### config.mk
export PLATFORM = sky130hd
export DESIGN_NAME = fifo_wr_arb_flat
export DESIGN_NICKNAME = d
export VERILOG_FILES = /design/src/rtl/fifo_pkg.sv /design/src/rtl/fifo_wr_arb_if.sv /design/src/rtl/rr_pick2.sv /design/src/rtl/fifo_wr_arb.sv /design/src/flat_wrapper.sv
export SDC_FILE = /design/constraint.sdc
export NUM_CORES = 1
export LEC_CHECK = 0
export CORE_MARGIN = 2
export CORE_UTILIZATION = 29
export CTS_BUF_LIST = sky130_fd_sc_hd__clkbuf_16
export DETAILED_ROUTE_END_ITERATION = 10
export RECOVER_POWER = 50
export SYNTH_ARGS = -nofsm -noshare
export SYNTH_HDL_FRONTEND = slang
export SYNTH_SLANG_ARGS = --single-unit
### constraint.sdc
create_clock -name clk -period 2.2 [get_ports clk]
set_clock_uncertainty 0.2 [all_clocks]
set_input_delay 0.66 -clock clk [delete_from_list [all_inputs] [get_ports clk]]
set_output_delay 0.66 -clock clk [all_outputs]
set_load 0.01 [all_outputs]
### src/rtl/fifo_pkg.sv
// Shared constants for the FIFO write arbiter: widths, depth and FSM encodings.
// No logic here, so there is no latency to speak of.
// Backpressure is not applicable; this file only holds definitions.
package fifo_pkg;

  localparam int DATA_W = 32;
  localparam int DEPTH  = 8;
  localparam int CNT_W  = 4;
  localparam int GCNT_W = 8;

  // FSM encodings kept as plain constants so older tools can consume them
  localparam logic [1:0] IDLE    = 2'd0;
  localparam logic [1:0] WRITE   = 2'd1;
  localparam logic [1:0] BLOCKED = 2'd2;

  // True when one more word still fits, counting a write already in flight.
  // The sum is 5 bits wide so count=DEPTH plus an in-flight strobe cannot wrap.
  function automatic logic has_space(input logic [CNT_W-1:0] count,
                                     input logic             wr_en,
                                     input int               depth);
    logic [4:0] occ;
    occ = {1'b0, count} + {4'd0, wr_en};
    return occ < 5'(depth);
  endfunction

endpackage

### src/rtl/fifo_wr_arb_if.sv
// Bundle of requester, FIFO-status and arbiter-result signals.
// Pure wiring, no latency.
// Requesters hold req/data until granted; the arbiter never drops a word.
interface fifo_wr_arb_if #(
  parameter int DATA_W = fifo_pkg::DATA_W
);
  import fifo_pkg::*;

  logic              req0;
  logic              req1;
  logic [DATA_W-1:0] d0;
  logic [DATA_W-1:0] d1;
  logic              gnt0;
  logic              gnt1;
  logic [CNT_W-1:0]  fifo_data_count;
  logic              fifo_wr_en;
  logic [DATA_W-1:0] fifo_d_in;
  logic [GCNT_W-1:0] gnt_cnt0;
  logic [GCNT_W-1:0] gnt_cnt1;
  logic              busy;

  // Requester/FIFO side
  modport master (
    output req0, req1, d0, d1, fifo_data_count,
    input  gnt0, gnt1, fifo_wr_en, fifo_d_in, gnt_cnt0, gnt_cnt1, busy
  );

  // Arbiter side
  modport slave (
    input  req0, req1, d0, d1, fifo_data_count,
    output gnt0, gnt1, fifo_wr_en, fifo_d_in, gnt_cnt0, gnt_cnt1, busy
  );

endinterface

### src/rtl/rr_pick2.sv
// Two-way round-robin winner select between eligible requesters.
// Combinational, zero latency.
// No backpressure; win_valid simply reports whether anyone is eligible.
module rr_pick2 (
  input  logic elig0,
  input  logic elig1,
  input  logic last_gnt,
  output logic win,
  output logic win_valid
);

  // On a tie the requester that was not granted last wins
  always_comb begin
    win_valid = elig0 | elig1;
    if (elig0 && elig1) begin
      win = ~last_gnt;
    end else begin
      win = elig1;
    end
  end

endmodule

### src/rtl/fifo_wr_arb.sv
// Arbitrates two held write requesters into one FIFO write port, round-robin.
// One cycle from eligible request with space to registered gnt/fifo_wr_en.
// Stalls in BLOCKED while the FIFO (plus any in-flight write) is full.
module fifo_wr_arb #(
  parameter int DATA_W = fifo_pkg::DATA_W,
  parameter int DEPTH  = fifo_pkg::DEPTH
) (
  input  logic          clk,
  input  logic          reset_n,
  fifo_wr_arb_if.slave  arb
);
  import fifo_pkg::*;

  logic [1:0] state;
  logic [1:0] state_nxt;
  logic       last_gnt;
  logic       elig0;
  logic       elig1;
  logic       win;
  logic       win_valid;
  logic       space;
  logic       do_write;

  // A request seen while its grant pulse is high is the word just taken
  assign elig0 = arb.req0 & ~arb.gnt0;
  assign elig1 = arb.req1 & ~arb.gnt1;

  // Reads are ignored, so this errs towards blocking rather than overflowing
  assign space    = has_space(arb.fifo_data_count, arb.fifo_wr_en, DEPTH);
  assign do_write = win_valid & space;

  rr_pick2 u_pick (
    .elig0     (elig0),
    .elig1     (elig1),
    .last_gnt  (last_gnt),
    .win       (win),
    .win_valid (win_valid)
  );

  // Next state depends only on eligibility and space, not the current state
  always_comb begin
    state_nxt = IDLE;
    if (win_valid) begin
      state_nxt = space ? WRITE : BLOCKED;
    end
  end

  // State, grant pulses, write strobe and the held write data
  always_ff @(posedge clk or negedge reset_n) begin
    if (!reset_n) begin
      state          <= IDLE;
      last_gnt       <= 1'b1;
      arb.fifo_wr_en <= 1'b0;
      arb.gnt0       <= 1'b0;
      arb.gnt1       <= 1'b0;
      arb.fifo_d_in  <= '0;
    end else begin
      state          <= state_nxt;
      arb.fifo_wr_en <= do_write;
      arb.gnt0       <= do_write & ~win;
      arb.gnt1       <= do_write & win;
      if (do_write) begin
        arb.fifo_d_in <= win ? arb.d1 : arb.d0;
        last_gnt      <= win;
      end
    end
  end

  // Per-requester grant counters, saturating at all-ones
  always_ff @(posedge clk or negedge reset_n) begin
    if (!reset_n) begin
      arb.gnt_cnt0 <= '0;
      arb.gnt_cnt1 <= '0;
    end else begin
      if (arb.gnt0 && (arb.gnt_cnt0 != '1)) begin
        arb.gnt_cnt0 <= arb.gnt_cnt0 + 1'b1;
      end
      if (arb.gnt1 && (arb.gnt_cnt1 != '1)) begin
        arb.gnt_cnt1 <= arb.gnt_cnt1 + 1'b1;
      end
    end
  end

  assign arb.busy = (state != IDLE);

endmodule

### src/flat_wrapper.sv
// flat-port wrapper written by rule: the top's interface ports become plain ports
module fifo_wr_arb_flat import fifo_pkg::*;
#(
  parameter int DATA_W = fifo_pkg::DATA_W,
  parameter int DEPTH  = fifo_pkg::DEPTH
)
  (clk, reset_n, arb_req0, arb_req1, arb_d0, arb_d1, arb_fifo_data_count, arb_gnt0, arb_gnt1, arb_fifo_wr_en, arb_fifo_d_in, arb_gnt_cnt0, arb_gnt_cnt1, arb_busy);
  fifo_wr_arb_if #(.DATA_W(DATA_W)) arb_i ();
  input  logic clk;
  input  logic reset_n;
  input wire logic [$bits(arb_i.req0)-1:0] arb_req0;
  input wire logic [$bits(arb_i.req1)-1:0] arb_req1;
  input wire logic [$bits(arb_i.d0)-1:0] arb_d0;
  input wire logic [$bits(arb_i.d1)-1:0] arb_d1;
  input wire logic [$bits(arb_i.fifo_data_count)-1:0] arb_fifo_data_count;
  output wire logic [$bits(arb_i.gnt0)-1:0] arb_gnt0;
  output wire logic [$bits(arb_i.gnt1)-1:0] arb_gnt1;
  output wire logic [$bits(arb_i.fifo_wr_en)-1:0] arb_fifo_wr_en;
  output wire logic [$bits(arb_i.fifo_d_in)-1:0] arb_fifo_d_in;
  output wire logic [$bits(arb_i.gnt_cnt0)-1:0] arb_gnt_cnt0;
  output wire logic [$bits(arb_i.gnt_cnt1)-1:0] arb_gnt_cnt1;
  output wire logic [$bits(arb_i.busy)-1:0] arb_busy;
  assign arb_i.req0 = arb_req0;
  assign arb_i.req1 = arb_req1;
  assign arb_i.d0 = arb_d0;
  assign arb_i.d1 = arb_d1;
  assign arb_i.fifo_data_count = arb_fifo_data_count;
  assign arb_gnt0 = arb_i.gnt0;
  assign arb_gnt1 = arb_i.gnt1;
  assign arb_fifo_wr_en = arb_i.fifo_wr_en;
  assign arb_fifo_d_in = arb_i.fifo_d_in;
  assign arb_gnt_cnt0 = arb_i.gnt_cnt0;
  assign arb_gnt_cnt1 = arb_i.gnt_cnt1;
  assign arb_busy = arb_i.busy;
  fifo_wr_arb #(.DATA_W(DATA_W), .DEPTH(DEPTH)) u_core (.clk(clk), .reset_n(reset_n), .arb(arb_i));
endmodule
==> results of run 1 <==
[worst paths after layout]
check / startpoint / to / slack (ns)
worst min-delay path: u_core.arb.fifo_d_in[6] / u_core.arb.fifo_d_in[6] / 0.31
min in group asynchronous: reset_n / u_core.arb.gnt_cnt0[5] / 0.55
worst max-delay path: arb_fifo_data_count[1] / u_core.arb.fifo_d_in[21] / 0.04
worst max register to register: u_core.arb.gnt0 / u_core.arb.fifo_d_in[0] / 0.31
max in group asynchronous: reset_n / u_core.arb.gnt_cnt1[2] / 0.38
worst min register to register: u_core.arb.fifo_d_in[6] / u_core.arb.fifo_d_in[6] / 0.31
[metrics by stage]
step	setup TNS, ns	std cells	utilization	setup WS (ns)
after floorplan	0	206	-	0.120
after global placement	-6.95	431	0.455	-0.218
after detailed placement	-7.89	431	0.455	-0.254
after CTS	0	439	0.471	0.00420
after global routing	0	439	0.471	0.000928
final	0	439	0.471	0.0399
[cells by family after synthesis]
group	share of synthesized area
mux	0.0178
flops	0.526
simple gates	0.190
compound gates	0.175
buf+inv	0.0575
fa+ha+maj	0.00991
xor+xnor	0.0243
[layout make-up]
class	count	area [µm²]	share of cell area
clock buffers	5	125	0.0309
clock inverters	3	13.8	0.00340
inverters	4	15.0	0.00371
multi-input cells	128	1070	0.265
flip-flops and latches	53	1340	0.330
well taps	108	135	0.0334
repair buffers	138	1350	0.334
[repair_timing]
item / in CTS / in global routing
setup buffers: 0 / 0
setup endpoints to repair: 2 / 6
resized for setup: 2 / 7
[power groups by stage]
stage / combinational [mW] / clock [mW] / sequential (mW)
after global routing: 1.25 / 0.816 / 1.47
after global placement: 1.17 / 0 / 1.43
final: 1.16 / 0.751 / 1.43
after detailed placement: 1.19 / 0 / 1.43
after floorplan: 0.402 / 0 / 1.49
after CTS: 1.19 / 0.772 / 1.42
[registers in the layout, indices dropped and copies added, names as in the netlist]
register / cells
u_core.arb.fifo_d_in: 32
u_core.arb.fifo_wr_en: 1
u_core.arb.gnt0: 1
u_core.arb.gnt1: 1
u_core.arb.gnt_cnt0: 8
u_core.arb.gnt_cnt1: 8
u_core.last_gnt: 1
u_core.state: 1
[placed cells by master (no fill, tap or decap), types with 2 or more instances in the layout]
master,count
clkbuf_16,5
dlygate4sd3_1,2
a221o_1,32
clkinv_2,2
a21o_1,2
a21oi_1,5
nand2_1,6
nor4_1,2
a31oi_1,2
nor3_1,5
dfrtp_1,46
dfrtp_2,6
xnor2_1,2
nor4b_2,2
clkdlybuf4s50_1,119
xor2_1,5
a41o_1,3
nand2b_1,3
buf_4,10
inv_1,5
nor4b_1,30
ha_1,2
mux2_2,4
a211oi_1,3
buf_12,2
nor2_1,3
clkbuf_1,2
and4_1,3
nand3_1,6
[layer usage]
| layer | part of all wire | vias to the layer above |
|---|---|---|
| met5 | 0 | - |
| met4 | 0.0024 | 0 |
| met3 | 0.062 | 2 |
| met2 | 0.50 | 72 |
| met1 | 0.43 | 1132 |
| li1 | - | 1080 |
[cell usage after synthesis (3+ instances only)]
library cell,instances
a211oi_1,3
nand3_1,6
mux2_2,4
xor2_1,5
a41o_1,3
nand2_1,6
nor2_1,3
and4_1,3
a21oi_1,5
nand2b_1,3
a221o_1,32
dfrtp_1,52
nor4b_1,32
nor3_1,5
buf_2,5
buf_6,6
inv_1,4
clkbuf_1,9
==> run metrics, run 1 <==
Final Hold Fails=0; vias per cell=5.21; Most used DFF post-synth=dfrtp_1; Yosys reg bits=53; Sw Ratio=0.304; worst hold path depth=1; max-slew violations=0; maximum clock rate=0.463 GHz; largest buffer count on any clock path=2; Synth area leaders=dfrtp_1 (52%), a221o_1 (13%), nor4b_1 (11%), buf_6 (2.7%), mux2_2 (1.8%); Sw Pwr=1.01 mW; initial antenna violation count=0; Hold Slack=0.307 ns; post-synth top area cell=dfrtp_1; Tcrit/Tclk final=0.982; htree depth=2; global route hottest layer=met2; slowest CP cell=clkdlybuf4s50_1; GR Util met3=0.0439; via count=2,286; mean area per synthesized cell=12.3 µm²; Mapped Area=2520 µm²; largest net degree at the start of global routing=54; Leakage=1.62 nW; Final nets=404; # port buffers=123; YS warnings=0; Final ANT Viol Nets=0; CP endpoint kind=flip-flop; Antenna Cells=0; vias in the first global route=2,276; num ports=124; R2R depth=5; Starting Density=0.294; gr ovfl total=0; Max-Cap Viols=0; final-layout fill cell count=810; CTS sink count=53; Slew HR=0.123; asr flop ratio synth=1.00; GP Congestion=0.759; area delta synth->final=60.3%; Pint=2.33 mW; hpwl dp=4990 µm; CP peak stage delay=0.40 ns; final wirelength=7090 µm; Skew-Pair Late Insertion Delay=0.28 ns; worst hold path type=reg -> reg; dpl cell area=3910 µm²; DIE HEIGHT=97.3 µm; Tot GR Track Use=0.148; TritonCTS clock tree=yes; unrepaired setup endpoints after global routing=false; DR pass1 iterations=4; final setup fails=0; critical path class=in -> reg; layout cell share with drive strength beyond 1=0.112; die width=97.3 µm; CTS Hold Bufs=0; sequential share of power=0.427; post-synthesis sequential area ratio=0.526; drt drc=0; power share of the combinational group=0.349; CTS buffer count=5; CTS root buf=clkbuf_16; Stages on worst setup path=5; worst path arrival time=2.13 ns; Std-Cell Rows=34; Netlist cell types=33; Final Total Pwr=3.34 mW; Pwr Density=826 nW/µm²; placeable core area=8590 µm²; Peak VDD IR=0.000361 V; crit-path leading delay family=compound AO/OA/AOI/OAI gates; worst-path cell chain=clkdlybuf4s50_1 -> a41o_1 -> a21o_1 -> buf_12 -> a221o_1; minimum clock period=2.16 ns; met2 GRT Util=0.248; initial DRC count=70; clock power share=0.225; Worst Path Buf+Inv=2; final instance area=4050 µm²; global-route wire length before repair=11,600 µm; DR WL/cell=16.2 µm; area share of the leading cell type in the synthesized netlist=0.515; Critical Path Source Type=input port; critical path required time=2.17 ns; Worst Tran Pin Value=1.31 ns; Mapped Cells=206; full die area=9470 µm²; crit-path max FO=34; outcome=finished, final reports clean; clk slew on worst S/H paths=0.07 ns; Post-Syn Nets=280; EDFF count, synth=0; GR Layer Usage met1=0.196
Power figures use the tool's default switching activity.
==> run 2: changes to the inputs <==
--- a/config.mk
+++ b/config.mk
@@ -6,9 +6,10 @@
 export NUM_CORES = 1
 export LEC_CHECK = 0
 export CORE_MARGIN = 2
-export CORE_UTILIZATION = 29
+export CORE_UTILIZATION = 40
 export CTS_BUF_LIST = sky130_fd_sc_hd__clkbuf_16
 export DETAILED_ROUTE_END_ITERATION = 10
+export PLACE_DENSITY = 0.8
 export RECOVER_POWER = 50
 export SYNTH_ARGS = -nofsm -noshare
 export SYNTH_HDL_FRONTEND = slang
==> run 2 against run 1 <==
Non-clock buffer count down 1; largest power group unchanged; fmax about the same; core utilization up 19 points; sequential power about the same; critical path type is now reg -> out; design area down 1.1%; highest routed layer unchanged; sequential share of layout area up 0.38 points.
==> run metrics, run 2 (synthesis results as in run 1) <==
outcome=finished, final reports clean; clk slew on worst S/H paths=0.06 ns (about the same); drt drc=0 (unchanged); CP endpoint kind=primary output; Worst Tran Pin Value=0.870 ns (-0.445 ns); Slew HR=0.420 (+0.296); most frequent cells in the layout=clkdlybuf4s50_1 (117), dfrtp_1 (46), a221o_1 (32); CTS buffer count=5 (unchanged); Largest Register=u_core.arb.fifo_d_in; postcts setup bufs=0 (unchanged); Leakage=1.61 nW (-0.38%); Antenna Cells=0 (unchanged); initial DRC count=162 (+130%); Worst Path Buf+Inv=1 (-1); Peak VDD IR=0.000599 V (+66%); DIE HEIGHT=83.5 µm (-14%); global-route wire length before repair=11,700 µm (+0.53%); Setup WS pre-CTS=-0.295 ns (-0.0410 ns); Reg2Reg Setup Slack=0.26 ns (-0.05 ns); Final Total Pwr=3.33 mW (-0.32%); layout cell share with drive strength beyond 1=0.112 (+0.000339); DR pass1 iterations=4 (unchanged); CP peak stage delay=0.41 ns (about the same); Starting Density=0.419 (+0.125); Critical Path Source Type=flip-flop; DR WL/cell=17.5 µm (+8.3%); vias in the first global route=2,379 (+4.5%); via count=2,303 (+0.74%); Tcrit/Tclk final=0.982 (about the same); Final Hold Fails=0 (unchanged); hpwl dp=5100 µm (+2.2%); minimum clock period=2.16 ns (-0.000790 ns); leading cell type in the layout, fill and taps excluded=clkdlybuf4s50_1; area delta synth->final=58.5%; GR Util met3=0.0386 (-0.00531); worst r2r src=u_core.arb.gnt1; critical path required time=1.34 ns (-0.83 ns); crit-path leading delay family=flip-flops; largest buffer count on any clock path=2 (unchanged); Regs by FF count=u_core.arb.fifo_d_in (32), u_core.arb.gnt_cnt0 (8), u_core.arb.gnt_cnt1 (8); Final nets=403 (-0.25%); met2 GRT Util=0.340 (+0.0918); final setup fails=0 (unchanged); critical path class=reg -> out; GP Congestion=0.763 (+0.49%); Skew-Pair Late Insertion Delay=0.29 ns (about the same); htree depth=2 (unchanged); CTS root buf=clkbuf_16; largest net degree at the start of global routing=35 (-35%); Finished Core Util=0.664 (+0.193); CTS Hold Bufs=0 (unchanged); max-slew violations=0 (unchanged); global route hottest layer=met2; TritonCTS clock tree=yes; final wirelength=7090 µm (about the same); gr ovfl total=0 (unchanged); Tot GR Track Use=0.205 (+0.0568); crit-path max FO=3 (-91%); worst setup margin=0.0407 ns (+0.000790 ns); initial antenna violation count=0 (unchanged); Std-Cell Rows=28 (-18%); worst path arrival time=1.30 ns (-0.83 ns); Crit Reg-Reg Endpoint=u_core.arb.fifo_d_in[13]; Largest register FFs=32 (unchanged); CTS sink count=53 (unchanged); vias per cell=5.69 (+9.2%); maximum clock rate=0.463 GHz (about the same); num ports=124 (unchanged); # port buffers=123 (unchanged); GR Layer Usage met1=0.265 (+0.0693); worst-path cell chain=or2_2 -> dlygate4sd2_1; die width=83.5 µm (-14%); unrepaired setup endpoints after global routing=false; placeable core area=6030 µm² (-30%); slowest CP cell=dfrtp_1; Pwr Density=832 nW/µm² (+0.83%); Final ANT Viol Nets=0 (unchanged); full die area=6960 µm² (-26%); worst hold path type=in -> async; Max-Cap Viols=0 (unchanged); R2R depth=5 (unchanged)
## run 2: changes by cell type in the layout (fill, tap and decap cells not counted), moves of 2 or more
cell and change:
clkdlybuf4s50_1 -2, clkinv_2 -2, dlygate4sd3_1 +2, nor4b_1 -2, nor4b_2 +2
## run 2: worst max-delay path by stage
stage / startpoint / to / slack [ns] / cells past startpoint
6_report: u_core.arb.fifo_wr_en / arb_busy / 0.04 / 2
5_1_grt: arb_fifo_data_count[1] / u_core.arb.fifo_d_in[8] / 0.006 / 5
4_1_cts: arb_fifo_data_count[1] / u_core.arb.fifo_d_in[7] / 0.004 / 5
3_5_place_dp: arb_fifo_data_count[1] / u_core.arb.fifo_d_in[7] / -0.29 / 5
3_3_place_gp: arb_fifo_data_count[1] / u_core.arb.fifo_d_in[5] / -0.24 / 5
2_1_floorplan: arb_fifo_data_count[1] / u_core.arb.fifo_d_in[23] / 0.12 / 6
## run 2: metal layers
layer | up-vias | share of wire
met2 | 93 | 0.50
met3 | 12 | 0.058
met1 | 1126 | 0.42
met4 | 0 | 0.022
li1 | 1072 | -
met5 | - | 0
## run 2: area by class of cell
class / count / area (µm²)
fill: 481 / 2020
timing repair buffer: 137 / 1340
sequential: 53 / 1340
multi-input combinational: 128 / 1080
clock buffer: 5 / 125
tap: 75 / 93.8
inverter: 4 / 15.0
clock inverter: 3 / 11.3
## run 2: worst reg2reg max path: stages, from the launching register on
cell	delay (ns)
dfrtp_1	0.37
clkbuf_1	0.29
nand2b_4	0.20
buf_4	0.36
nor4b_1	0.12
a221o_1	0.28
## run 2: repair_timing
action | 4_1_cts | 5_1_grt
endpoints found under the setup margin | 3 | 24
gates resized for setup | 3 | 10
cloned | 0 | 0
## run 2: stage by stage
step | instances | cell area (µm²) | hold slack, ns | setup TNS [ns]
finish | 405 | 4000 | 0.263 | 0
global route | 405 | 4000 | 0.316 | 0
CTS | 405 | 3990 | 0.102 | 0
detailed placement | 397 | 3850 | 0.301 | -8.36
global placement | 397 | 3850 | 0.296 | -7.28
floorplan | 206 | 2520 | 0.164 | 0
## run 2: report_power, final
part / switching (mW) / internal, mW / total, mW
combinational: 0.466 / 0.704 / 1.17
sequential: 0.224 / 1.20 / 1.43
clock: 0.323 / 0.410 / 0.733
